==> src/rtl/n4_b2_incr_arbiter.sv <==
`default_nettype none
// ============================================================================
// Module   : n4_b2_incr_arbiter
// Purpose  : Round-robin arbiter sharing one 4-bit incrementer (x + cin)
//            among N_REQ requesters; returns s/cout with a one-cycle ack.
// Options  : INCR_ARB_SAT_EN - saturate s to 4'hF on carry-out.
// Revision : 1.0 - initial release
// ============================================================================
module n4_b2_incr_arbiter #(
  parameter  int N_REQ = 4,
  localparam int GID_W = $clog2(N_REQ)
) (
  input  logic               clock_i,
  input  logic               reset_i,
  input  logic [N_REQ-1:0]   req_i,
  input  logic [4*N_REQ-1:0] x_flat_i,
  input  logic [N_REQ-1:0]   cin_flat_i,
  output logic [N_REQ-1:0]   ack_o,
  output logic [3:0]         s_o,
  output logic               cout_o,
  output logic [GID_W-1:0]   grant_id_o,
  output logic               busy_o
);

  typedef enum logic [1:0] {
    IDLE = 2'd0,
    EXEC = 2'd1,
    DONE = 2'd2
  } state_e;

  state_e           state_q, state_d;
  logic [GID_W-1:0] gid_q, gid_d;
  logic [GID_W-1:0] last_q, last_d;
  logic [3:0]       op_x_q, op_x_d;
  logic             op_cin_q, op_cin_d;
  logic [3:0]       s_q, s_d;
  logic             cout_q, cout_d;

  logic             pick_vld_w;
  logic [GID_W-1:0] pick_id_w;
  logic [GID_W-1:0] cand_w;
  logic [4:0]       sum_w;
  logic [3:0]       res_s_w;
  logic             res_c_w;

  // Scan offsets from farthest to nearest so the nearest requester after
  // last_grant is the one left standing.
  always_comb begin
    pick_vld_w = 1'b0;
    pick_id_w  = '0;
    cand_w     = '0;
    for (int k = N_REQ; k >= 1; k--) begin
      cand_w = GID_W'((int'(last_q) + k) % N_REQ);
      if (req_i[cand_w]) begin
        pick_vld_w = 1'b1;
        pick_id_w  = cand_w;
      end
    end
  end

  assign sum_w = {1'b0, op_x_q} + {4'b0000, op_cin_q};

`ifdef INCR_ARB_SAT_EN
  assign res_s_w = sum_w[4] ? 4'hF : sum_w[3:0];
  assign res_c_w = sum_w[4];
`else
  assign res_s_w = sum_w[3:0];
  assign res_c_w = sum_w[4];
`endif

  always_comb begin
    state_d  = state_q;
    gid_d    = gid_q;
    last_d   = last_q;
    op_x_d   = op_x_q;
    op_cin_d = op_cin_q;
    s_d      = s_q;
    cout_d   = cout_q;
    case (state_q)
      IDLE: begin
        if (pick_vld_w) begin
          gid_d    = pick_id_w;
          op_x_d   = x_flat_i[{pick_id_w, 2'b00} +: 4];
          op_cin_d = cin_flat_i[pick_id_w];
          state_d  = EXEC;
        end
      end
      EXEC: begin
        s_d     = res_s_w;
        cout_d  = res_c_w;
        state_d = DONE;
      end
      DONE: begin
        last_d  = gid_q;
        state_d = IDLE;
      end
      default: state_d = IDLE;
    endcase
  end

  always_ff @(posedge clock_i) begin
    if (reset_i) begin
      state_q  <= IDLE;
      gid_q    <= '0;
      last_q   <= GID_W'(N_REQ - 1);
      op_x_q   <= 4'h0;
      op_cin_q <= 1'b0;
      s_q      <= 4'h0;
      cout_q   <= 1'b0;
    end else begin
      state_q  <= state_d;
      gid_q    <= gid_d;
      last_q   <= last_d;
      op_x_q   <= op_x_d;
      op_cin_q <= op_cin_d;
      s_q      <= s_d;
      cout_q   <= cout_d;
    end
  end

  assign ack_o      = (state_q == DONE) ? (N_REQ'(1) << gid_q) : '0;
  assign busy_o     = (state_q != IDLE);
  assign s_o        = s_q;
  assign cout_o     = cout_q;
  assign grant_id_o = gid_q;

endmodule
`default_nettype wire

==> config.mk <==
export PLATFORM = sky130hd
export DESIGN_NAME = n4_b2_incr_arbiter
export DESIGN_NICKNAME = d
export VERILOG_FILES = /design/src/rtl/n4_b2_incr_arbiter.sv
export SDC_FILE = /design/constraint.sdc
export NUM_CORES = 1
export LEC_CHECK = 0
export BUFFER_PORTS_ARGS = -buffer_cell sky130_fd_sc_hd__clkbuf_2
export CORE_MARGIN = 2
export CORE_UTILIZATION = 40
export CTS_CLUSTER_DIAMETER = 120
export DETAILED_ROUTE_END_ITERATION = 16
export GPL_TIMING_DRIVEN = 0
export PLACE_DENSITY_LB_ADDON = 0.12
export RECOVER_POWER = 50
export SLEW_MARGIN = 20
export SYNTH_ARGS = -nofsm -noshare
export SYNTH_HDL_FRONTEND = slang
export SYNTH_SLANG_ARGS = --single-unit
==> constraint.sdc <==
create_clock -name clock_i -period 4.2 [get_ports clock_i]
set_input_delay 0.63 -clock clock_i [delete_from_list [all_inputs] [get_ports clock_i]]
set_output_delay 0.63 -clock clock_i [all_outputs]
set_load 0.03 [all_outputs]
==> flow_summary.ini <==
[clocking]
cts_buffers = 3
htreeDepth = 1
clk_latency_ns = 0.29
cts_buffer_depth = 2
cts-root-buf = clkbuf_4
cts_sinks = 16
cts_setup_buffers = 0
cts_tree = built
cts_hold_buf = 0
path_clk_slew_ns = 0.10
post_cts_resized = 0

[timing]
hold_violations = 0
tightest_slew_ns = 0.677
rsz0062_at_grt = no
min_period_ns = 1.98
finalCritPeriodShare_pct = 47.3
setup_tns_ns = 0
setup_ws_ns = 2.22
slew_headroom_pct = 54.5
slew_violations = 0
setup_viol = 0
fin_worst_skew_ns = 0.00385
fmax_mhz = 504
holdWs_ns = 0.461

[power]
combPwrFrac_pct = 26.3
switching_share_pct = 31.4
p_sw_uw = 121
power_density_nw_per_um2 = 340
seq_power_share_pct = 47.1
pwr-share-clk_pct = 26.6
p_int_uw = 264
ir_drop_mv = 0.222
power.leakage_uw = 0.000498

[floorplan]
fp.dieW_um = 51.2
core_area_um2 = 2150
rows = 17
dieArea_um2 = 2620
ios = 38
die-height_um = 51.2
start_util_pct = 41.5

[global_route]
grt-ovfl-total = 0
grt_pass1_vias = 823
grt_usage_pct = 17.2
antenna_found_initial = 0
grt_max_degree = 11
grt_pass1_wl_mm = 3.42

[setup_path]
start_kind = flop
end_kind = output port
cp.required_ns = 3.57
reg2regPathDepth = 4
worstSetupPathType = flop to output port
crit_fanout = 5
crit_arrival_ns = 1.35

[placement]
placed_cells = 162
dp_slack_ns = 2.09
dp_hpwl_mm = 1.52
place.gp.congestion = 0.743
portBuffers = 37

[yosys]
synth.distinct_cells = 32
netlist_instances = 97
syn-mean-instance-area_um2 = 9.18
netlist_area_um2 = 891
synth_warnings = 0
synthesis.nets = 125
ys_ff_latch = 16
ys_seq_area_share_pct = 36.0

[detailed_routing]
wl_per_cell_um = 11.6
drc = 0
dr.pass1.iters = 3
viasPerCell = 5.29
dr_wl_met2_um = 905
wl_mm = 1.93
drtIter0Drc = 5
met1_length_um = 868
dr_wl_met3_um = 126
top_layer = met4
antenna_left = 0
via_count = 878

[layout]
layout-drive-gt1-share_pct = 29.7
multi_input_area_um2 = 546
fill_cells = 236
area_growth_pct = 27.2
antennaDiodeCount = 0
nets = 167
final_cells = 166
seq_area_um2 = 320

[run_status]
status = complete, no violations

[hold_path]
hold_depth = 2
hold_class = flop to flop

[run]
cap_viol_max_count = 0
[critical path, cell delays in order (launching register included)]
cell,delay (ns)
dfxtp_1,0.42
or2b_1,0.28
nor3_1,0.14
clkbuf_2,0.23
[flip-flops by register name, indices dropped and copies added (netlist names)]
signal	flops
grant_id_o	2
cout_o	1
s_o	4
last_q	2
op_cin_q	1
state_q	2
op_x_q	4
[routing by layer]
layer | vias to the layer above | track usage [%]
met2 | 26 | 29.7
li1 | 437 | -
met3 | 4 | 6.43
met4 | 0 | 3.60
met1 | 411 | 20.3
met5 | - | 0
[cells in the final DEF, fill, tap and decap left out, types with 4 or more instances in the layout]
cell type,count
nor2_1,9
dfxtp_1,16
a21oi_1,5
nand2_1,10
nand2b_1,4
clkbuf_2,31
clkbuf_1,8
o221ai_1,5
mux2i_1,10
nand3b_1,7
[cells by family (layout without fill, tap and decap cells)]
| group | count (synthesis) | count (layout) | synth area share (%) |
|---|---|---|---|
| multiplexers | 10 | 10 | 11.2 |
| buffers and inverters | 4 | 45 | 2.11 |
| AO/OA/AOI/OAI | 17 | 17 | 14.5 |
| flip-flops | 16 | 16 | 36.0 |
| XOR/XNOR | 2 | 2 | 1.97 |
| adder cells (fa/ha/maj) | 2 | 2 | 2.81 |
| AND/OR/NAND/NOR | 46 | 46 | 31.5 |
[cells in the mapped netlist]
cell | n | area [um^2]
and2b_1 | 1 | 7.51
nand2_1 | 10 | 37.5
nor3_4 | 1 | 16.3
nor2b_1 | 1 | 6.26
or2b_1 | 3 | 22.5
nor3_1 | 2 | 10.0
o221ai_1 | 5 | 43.8
a211oi_1 | 2 | 15.0
xor2_1 | 1 | 8.76
or4b_4 | 1 | 13.8
nor2_1 | 9 | 33.8
a22oi_1 | 1 | 7.51
a311oi_2 | 1 | 15.0
nand3_1 | 1 | 5.00
a21boi_1 | 1 | 7.51
xnor2_1 | 1 | 8.76
dfxtp_1 | 16 | 320
ha_1 | 2 | 25.0
nor2_4 | 1 | 11.3
nor4_2 | 1 | 12.5
buf_4 | 1 | 7.51
clkbuf_1 | 2 | 7.51
nand2b_1 | 4 | 25.0
nand4_1 | 1 | 6.26
nor3b_1 | 1 | 7.51
and3_1 | 1 | 6.26
nand3b_1 | 7 | 52.6
o31ai_1 | 2 | 15.0
a21oi_1 | 5 | 25.0
mux2i_1 | 10 | 100
or2_1 | 1 | 6.26
inv_2 | 1 | 3.75
[cell type report]
type / instances / area share (%)
clock buffer: 4 / 3.20
buffer: 3 / 1.32
timing repair buffer: 37 / 15.7
tap: 28 / 3.09
sequential: 16 / 28.3
inverter: 1 / 0.331
multi-input combinational: 77 / 48.1
[per-stage QoR]
| step | area, um^2 | utilization, % | power (uW) |
|---|---|---|---|
| 6_report | 1130 | 52.8 | 385 |
| 5_1_grt | 1130 | 52.8 | 411 |
| 4_1_cts | 1150 | 53.4 | 392 |
| 3_5_place_dp | 1110 | 51.7 | 288 |
| 3_3_place_gp | 1110 | 51.7 | 286 |
| 2_1_floorplan | 891 | - | 254 |
[path summary, 6_finish.rpt]
path	from	endpoint	slack [ns]
worst max-delay path	state_q[1]	ack_o[0]	2.22
worst min-delay path	cout_o	cout_o	0.46
worst max register to register	last_q[0]	op_x_q[3]	2.61
worst min register to register	cout_o	cout_o	0.46
[power by group through the flow]
stage	registers, uW	logic (uW)	clock network, uW
6_report	181	101	102
5_1_grt	184	114	113
4_1_cts	182	104	106
3_5_place_dp	185	103	0
3_3_place_gp	184	102	0
2_1_floorplan	192	61.9	0
(Power assumes the default switching activity.)
